`src/rtl/seq_modulo_pkg.sv`:
```
// Shared constants for the iterative divide/modulo peripheral.
//   ADDR_*  : register select codes seen on the ADDR bus
//   ST_*    : bit positions inside the STATUS word
package seq_modulo_pkg;

  localparam logic [1:0] ADDR_X      = 2'd0;
  localparam logic [1:0] ADDR_Y      = 2'd1;
  localparam logic [1:0] ADDR_RESULT = 2'd2;
  localparam logic [1:0] ADDR_STATUS = 2'd3;

  localparam int ST_BUSY = 0;
  localparam int ST_DONE = 1;
  localparam int ST_DZ   = 2;

endpackage

```
`src/rtl/restoring_div_core.sv`:
```
// Restoring divider, one quotient bit per clock.
// Ports:
//   CLK, RST   : clock, synchronous active-high reset (abandons a run)
//   start      : begin a run when idle; latches dividend and divisor
//   dividend   : WIDTH-bit numerator
//   divisor    : WIDTH-bit denominator (caller guarantees non-zero)
//   busy       : high from the start edge until the final step edge
//   done       : high in the cycle whose closing edge performs the final step
//   quotient   : value the quotient takes at that edge (valid with done)
//   remainder  : value the remainder takes at that edge (valid with done)
module restoring_div_core
  import seq_modulo_pkg::*;
#(
  parameter int WIDTH = 16
) (
  input  logic             CLK,
  input  logic             RST,
  input  logic             start,
  input  logic [WIDTH-1:0] dividend,
  input  logic [WIDTH-1:0] divisor,
  output logic             busy,
  output logic             done,
  output logic [WIDTH-1:0] quotient,
  output logic [WIDTH-1:0] remainder
);

  localparam int CNT_W = $clog2(WIDTH + 1);

  logic [CNT_W-1:0] r_cnt;
  logic [WIDTH-1:0] r_dvd;
  logic [WIDTH-1:0] r_rem;
  logic [WIDTH-1:0] r_dvs;

  logic [WIDTH:0]   w_rem_sh;
  logic [WIDTH:0]   w_diff;
  logic             w_qbit;
  logic [WIDTH-1:0] w_rem_nx;
  logic [WIDTH-1:0] w_dvd_nx;
  logic             w_load;

  // The partial remainder is kept below the divisor, so the shifted value
  // fits in WIDTH+1 bits and bit WIDTH of the difference is a clean borrow.
  always_comb begin
    w_rem_sh = {r_rem, r_dvd[WIDTH-1]};
    w_diff   = w_rem_sh - {1'b0, r_dvs};
    w_qbit   = ~w_diff[WIDTH];
    w_rem_nx = w_qbit ? w_diff[WIDTH-1:0] : w_rem_sh[WIDTH-1:0];
    // Quotient bits shift into the vacated low end of the dividend.
    w_dvd_nx = {r_dvd[WIDTH-2:0], w_qbit};
  end

  assign busy      = (r_cnt != '0);
  assign done      = (r_cnt == CNT_W'(1));
  assign quotient  = w_dvd_nx;
  assign remainder = w_rem_nx;
  assign w_load    = start && !busy;

  always_ff @(posedge CLK) begin
    if (RST) begin
      r_cnt <= '0;
    end else if (w_load) begin
      r_cnt <= CNT_W'(WIDTH);
    end else if (busy) begin
      r_cnt <= r_cnt - CNT_W'(1);
    end
  end

  always_ff @(posedge CLK) begin
    if (w_load) begin
      r_dvd <= dividend;
      r_rem <= '0;
      r_dvs <= divisor;
    end else if (busy) begin
      r_dvd <= w_dvd_nx;
      r_rem <= w_rem_nx;
    end
  end

endmodule

```
`src/rtl/seq_modulo_unit.sv`:
```
// Memory-mapped divide/modulo peripheral.
// Software writes X, then Y (which starts a run), polls STATUS, then reads
// RESULT = {quotient, remainder}.
// Ports:
//   CLK, RST : clock, synchronous active-high reset
//   D        : WIDTH-bit write data
//   ADDR     : 0=X, 1=Y, 2=RESULT, 3=STATUS
//   W, R     : write / read strobes, qualified by E
//   E        : bus enable
//   OUT      : registered read data (holds when not reading)
//   BUSY     : divider iterating (same as STATUS bit0)
module seq_modulo_unit
  import seq_modulo_pkg::*;
#(
  parameter int WIDTH = 16
) (
  input  logic               CLK,
  input  logic               RST,
  input  logic [WIDTH-1:0]   D,
  input  logic [1:0]         ADDR,
  input  logic               W,
  input  logic               R,
  input  logic               E,
  output logic [2*WIDTH-1:0] OUT,
  output logic               BUSY
);

  logic [WIDTH-1:0]   r_x;
  logic [WIDTH-1:0]   r_y;
  logic [2*WIDTH-1:0] r_result;
  logic               r_done;
  logic               r_dz;
  logic [2*WIDTH-1:0] r_out;

  logic               w_busy;
  logic               w_core_done;
  logic [WIDTH-1:0]   w_q;
  logic [WIDTH-1:0]   w_r;
  logic               w_wr;
  logic               w_rd;
  logic               w_start;
  logic               w_start_core;
  logic               w_start_dz;
  logic [2*WIDTH-1:0] w_status;
  logic [2*WIDTH-1:0] w_rd_data;

  // All writes are dropped while a run is in flight.
  assign w_wr         = E && W && !w_busy;
  assign w_rd         = E && R;
  assign w_start      = w_wr && (ADDR == ADDR_Y);
  assign w_start_dz   = w_start && (D == '0);
  assign w_start_core = w_start && (D != '0);

  restoring_div_core #(
    .WIDTH (WIDTH)
  ) u_core (
    .CLK       (CLK),
    .RST       (RST),
    .start     (w_start_core),
    .dividend  (r_x),
    .divisor   (D),
    .busy      (w_busy),
    .done      (w_core_done),
    .quotient  (w_q),
    .remainder (w_r)
  );

  always_comb begin
    w_status          = '0;
    w_status[ST_BUSY] = w_busy;
    w_status[ST_DONE] = r_done;
    w_status[ST_DZ]   = r_dz;
  end

  always_comb begin
    case (ADDR)
      ADDR_X:      w_rd_data = {{WIDTH{1'b0}}, r_x};
      ADDR_Y:      w_rd_data = {{WIDTH{1'b0}}, r_y};
      ADDR_RESULT: w_rd_data = r_result;
      default:     w_rd_data = w_status;
    endcase
  end

  always_ff @(posedge CLK) begin
    if (RST) begin
      r_x      <= '0;
      r_y      <= '0;
      r_result <= '0;
      r_done   <= 1'b0;
      r_dz     <= 1'b0;
      r_out    <= '0;
    end else begin
      if (w_wr && (ADDR == ADDR_X)) begin
        r_x <= D;
      end
      if (w_start) begin
        r_y <= D;
      end
      // A start cannot coincide with core completion: completion implies busy.
      if (w_start) begin
        r_done <= w_start_dz;
        r_dz   <= w_start_dz;
        if (w_start_dz) begin
          // Divide-by-zero bypass: all-ones quotient, dividend as remainder.
          r_result <= {{WIDTH{1'b1}}, r_x};
        end
      end else if (w_core_done) begin
        r_result <= {w_q, w_r};
        r_done   <= 1'b1;
      end
      // The mux sees pre-edge state, so a same-edge write is not reflected.
      if (w_rd) begin
        r_out <= w_rd_data;
      end
    end
  end

  assign OUT  = r_out;
  assign BUSY = w_busy;

endmodule

```
`config.mk`:
```
export PLATFORM = sky130hd
export DESIGN_NAME = seq_modulo_unit
export DESIGN_NICKNAME = d
export VERILOG_FILES = /design/src/rtl/seq_modulo_pkg.sv /design/src/rtl/restoring_div_core.sv /design/src/rtl/seq_modulo_unit.sv
export SDC_FILE = /design/constraint.sdc
export NUM_CORES = 1
export LEC_CHECK = 0
export CORE_MARGIN = 5
export CORE_UTILIZATION = 30
export CTS_BUF_LIST = sky130_fd_sc_hd__clkbuf_16
export CTS_CLUSTER_DIAMETER = 40
export DETAILED_ROUTE_END_ITERATION = 10
export GPL_TIMING_DRIVEN = 0
export PLACE_DENSITY = 0.47
export SETUP_SLACK_MARGIN = 0.1
export SKIP_CTS_REPAIR_TIMING = 1
export SLEW_MARGIN = 40
export SYNTH_ARGS = -nofsm -noshare
export SYNTH_HDL_FRONTEND = slang
export SYNTH_SLANG_ARGS = --single-unit
```
`constraint.sdc`:
```
create_clock -name CLK -period 2.5 [get_ports CLK]
set_input_delay 0.5 -clock CLK [delete_from_list [all_inputs] [get_ports CLK]]
set_output_delay 0.5 -clock CLK [all_outputs]
set_load 0.01 [all_outputs]
```
# Word level (Yosys, flattened, before mapping)
# Index checks and enable logic that the tools add are counted.
# classes
n_bitwise	1
n_reduce_logical	17
n_addsub	2
mux	11
n_eq_ne	4
# op_table
op	n
$mux W32	3
$pmux W32 S3	1
$mux W16	3
$sub A17 B16 Y17	1
$logic_not A16 Y1	1
$reduce_bool A16 Y1	1
$mux W5	2
$logic_and A1 B1 Y1	8
$eq A5 B1 Y1 const B	1
$reduce_bool A5 Y1	1
$sub A5 B1 Y5 const B	1
$reduce_bool A2 Y1	2
$eq A2 B1 Y1 const B	1
$eq A2 B2 Y1 const B	1
$logic_not A2 Y1	1
$mux W1	2
$ne A2 B1 Y1 const B	1
$reduce_and A2 Y1	1
$reduce_or A2 Y1	1
$logic_not A1 Y1	1
$not A1 Y1	1
# totals
output_inout_bits	33
inputBits	23
ff_bits	151

# Logic depth before layout (Yosys ltp)
# depth
word_depth	7
ltp_mapped	12
mapped_depth_nobuf	10

# Cells and area by module
# Synthesis repeated with hierarchy kept, for this count alone.
# unflattened
cells_unflattened	695
hier_area_um2	7215.7
# modules_own_cells
mod	instances	cells_each	area_each_um2
seq_modulo_unit	1	413	4102.7
restoring_div_core	1	282	3113.0

# Worst setup path before layout
# Ideal clock, no wire load.
# synth_timing
path_kind	register to register
from	register u_core.r_dvs[0]
to	register r_result[1]
n_path_buf	1
setup_ns	0.070
setup_slack_ns	0.018
path_stages_with_launch	11
arrival_time_ns	2.412
path_cell_list	edfxtp_1 -> ha_1 -> fa_1 -> nand2b_1 -> a21oi_1 -> o21ai_1 -> mux2i_1 -> nand2_1 -> buf_2 -> mux2_2 -> a21oi_1
# synth_via
elab_chain_len	4
# synth_lines
element	line_no	text
start, declared	restoring_div_core.sv:32	logic [WIDTH-1:0] r_dvs;
start signal, assigned	restoring_div_core.sv:72	r_dvs <= divisor;
$sub A17 B16 Y17	restoring_div_core.sv:45	w_diff = w_rem_sh - {1'b0, r_dvs};
$mux W16	restoring_div_core.sv:47	w_rem_nx = w_qbit ? w_diff[WIDTH-1:0] : w_rem_sh[WIDTH-1:0];
$mux W32	seq_modulo_unit.sv:107	end else if (w_core_done) begin
$mux W32	seq_modulo_unit.sv:100	if (w_start) begin
end signal, assigned	seq_modulo_unit.sv:105	r_result <= {{WIDTH{1'b1}}, r_x};
end signal, assigned	seq_modulo_unit.sv:108	r_result <= {w_q, w_r};
end, declared	seq_modulo_unit.sv:30	logic [2*WIDTH-1:0] r_result;
# Every way passes these cells. The select of a mux whose other input is x is not followed.
# A chain may end at the register's enable or synchronous reset.

# Worst setup path in the final report
# layout_timing
from	register u_core.r_dvd[15]
to	register u_core.r_rem[1]
# layout_via
elab_chain_len	2
# layout_lines
element	line_no	text
start, declared	restoring_div_core.sv:30	logic [WIDTH-1:0] r_dvd;
start signal, assigned	restoring_div_core.sv:70	r_dvd <= dividend;
start signal, assigned	restoring_div_core.sv:74	r_dvd <= w_dvd_nx;
$sub A17 B16 Y17	restoring_div_core.sv:45	
$mux W16	restoring_div_core.sv:47	
end signal, assigned	restoring_div_core.sv:75	r_rem <= w_rem_nx;
end, declared	restoring_div_core.sv:31	logic [WIDTH-1:0] r_rem;
# Every way passes these cells.

==> reports/qor.txt <==
GRT Overall Usage: 17.1%
CP Capture Point: u_core.r_rem[1]
Vias/cell: 5.12
clk slew on worst S/H paths: 60 ps
DR iter-0 viols: 516
EDFF count, synth: 32
Clock Latency Late Sink: 430 ps
count of final setup violators: 21
Critical R2R Launch: u_core.r_dvd[15]
failing checks: setup timing
Multi-input gate area: 0.00357 mm2
fin crit period: 2580 ps
Worst Tran Pin Value: 779 ps
Synth Net Count: 817
Synth top area share: 34.1%
Synth Area per Inst: 9.04 um2
first-pass GRT wire length: 34600 um
Yosys warnings: 0
placed cell areas: 0.00793 mm2
nets: 899
CP required: 2860 ps
RSZ-0062 raised after global routing: true
outcome: finished, violations left
die width: 163 um
Core ar.: 0.0228 mm2
WHS: 453 ps
row count: 55
most common cell in the netlist: nand2_1
router iterations before antenna repair: 5
Pins Over Slew Limit: 0
Top FF cell, synth: dfxtp_1
Worst Path Buf+Inv: 2
CP Data Arrival Time: 2940 ps
GP Congestion: 0.824
post-synthesis cell count: 774
crit-path max FO: 5
Worst Clk Skew: 10.1 ps
initial core utilization: 30.7%
Max-cap violations: 0
Synth area leaders: dfxtp_1 (34%), edfxtp_1 (14%), nand2_1 (7.4%)
CTS HTree Levels: 4
post-route antenna net violation count: 0
Layout area overhead: 28.3%
setup TNS: -891 ps
diode count: 0
Die Height: 163 um
Power Density: 1240 mW/mm2
vias in the first global route: 5793
CTS tree: built
Max clock buf depth: 2
Total Power: 11.1 mW
largest net degree at the start of global routing: 26
Setup crit start kind: flip-flop
Fmax achieved: 388 MHz
Hold Fails Final Rpt: 0
Num CTS Buffers: 17
register area: 0.00334 mm2
FF+latch count, synth: 151
CP Cell Sequence: inv_2 > ha_4 > fa_2 > nand2b_4 > a21oi_4 > o21ai_2 > mux2i_2 > nand2_2 > clkbuf_16 > mux2_4 > o21ai_2
post-synth top area cell: dfxtp_1
initial antenna violation count: 0
GR Overflow Total: 0
Die ar.: 0.0265 mm2
# fillers: 2307
number of port buffers: 53
largest delay contributor family on the critical path: multiplexers
Sink Count: 151
Synth cell types: 68
Crit. path cell count: 11
Layout Cells excl Fill: 1182
Reg-to-Reg End: u_core.r_rem[1]
critical path startpoint: u_core.r_dvd[15]
CP max-delay cell: edfxtp_1
crit share post-route: 103%
crit path kind: reg -> reg
Reg2Reg Depth: 11
Root Driver: clkbuf_16
Slew headroom: 48.0%
layout cells sized above 1: 15.7%
routed wire length: 22900 um
Design Area, Final: 0.00897 mm2
most used cell, CP: o21ai_2
final core utilization: 39.4%
VDD IR-drop max: 0.000495 V
Hold/Removal Path Class: reg -> reg
DP Worst Slack: -1310 ps
nature of the critical path endpoint: flip-flop
Mapped Area: 0.00700 mm2
Final Worst Setup Slack: -80.6 ps
Reg2Reg Setup Slack: -80 ps
Detail Placement HPWL: 16600 um
Pleak: 3.33 nW
list of most frequent post-synthesis cells: nand2_1 (138), dfxtp_1 (119), a21oi_1 (90)
placed cell count: 1140
IO Count: 56
DR DRC count: 0
CP max stage delay: 420 ps
Vias: 6055
DR WL/cell: 19.4 um
sequential area share after synthesis: 47.8%
Synth async-reset ratio: 0%
==> tightest hold or removal path, stage by stage (launching register included) <==
cell and delay [ps]:
dfxtp_1 310, nand2_1 50, a21oi_1 50
==> cell usage in the layout, fill, tap and decap left out, types with 8 or more instances in the layout <==
| cell | netlist | routed |
|---|---|---|
| edfxtp_1 | 32 | 32 |
| o21ai_0 | 12 | 12 |
| clkbuf_16 | 0 | 19 |
| dfxtp_1 | 119 | 118 |
| nand3_1 | 15 | 15 |
| o221a_2 | 16 | 16 |
| nor2_1 | 57 | 57 |
| a211oi_1 | 17 | 15 |
| inv_1 | 25 | 24 |
| mux2i_1 | 28 | 21 |
| clkbuf_1 | 39 | 25 |
| xnor2_1 | 12 | 12 |
| nor3_1 | 24 | 23 |
| nand2_1 | 138 | 134 |
| a21oi_1 | 90 | 84 |
| clkbuf_2 | 0 | 8 |
| o221ai_1 | 10 | 9 |
| clkdlybuf4s50_1 | 0 | 50 |
| ha_1 | 19 | 17 |
| buf_4 | 1 | 12 |
| a22oi_1 | 17 | 17 |
==> cell families after synthesis <==
| group | share of synthesized area, % |
|---|---|
| AO/OA/AOI/OAI | 18.9 |
| AND/OR/NAND/NOR | 17.6 |
| adder cells (fa/ha/maj) | 3.68 |
| flip-flops | 47.8 |
| XOR/XNOR | 1.88 |
| buffers and inverters | 4.90 |
| multiplexers | 5.29 |
==> cell type report <==
cell class | count | area share (%)
inverters | 28 | 1.24
repair inverters | 1 | 0.0558
clock buffers | 17 | 4.74
plain buffers | 52 | 3.67
well taps | 313 | 4.36
flip-flops and latches | 151 | 37.3
repair buffers | 65 | 7.31
clock inverters | 15 | 1.53
multi-input cells | 540 | 39.8
==> sequential cells by signal, summed over array words and instances, names as in the netlist <==
register,count
r_y,16
r_done,1
r_x,16
u_core.r_rem,16
u_core.r_dvd,16
u_core.r_dvs,16
u_core.r_cnt,5
r_result,32
r_dz,1
OUT,32
==> how the worst min path moves through the flow <==
stage,start,end,slack (ps),cells after the start
2_1_floorplan,r_y[1],r_y[1],430,2
3_3_place_gp,r_y[8],r_y[8],440,2
3_5_place_dp,r_y[1],r_y[1],450,2
4_1_cts,r_y[12],r_y[12],450,2
5_1_grt,OUT[1],OUT[1],480,2
6_report,r_y[14],r_y[14],450,2
==> report_power, final <==
group	switching (mW)	total (mW)	internal, mW	leakage (nW)
Sequential	0.451	3.66	3.21	1.28
Combinational	2.82	4.99	2.16	1.78
Clock	1.05	2.50	1.45	0.269
==> routing by layer <==
| layer | up-vias | global-route usage (%) | wire (um) |
|---|---|---|---|
| met5 | - | 0 | 0 |
| li1 | 2947 | - | - |
| met1 | 2938 | 24.3 | 11200 |
| met3 | 22 | 2.30 | 882 |
| met2 | 148 | 26.8 | 10500 |
| met4 | 0 | 5.64 | 349 |
Note: power is estimated with default switching activity, not from simulation.
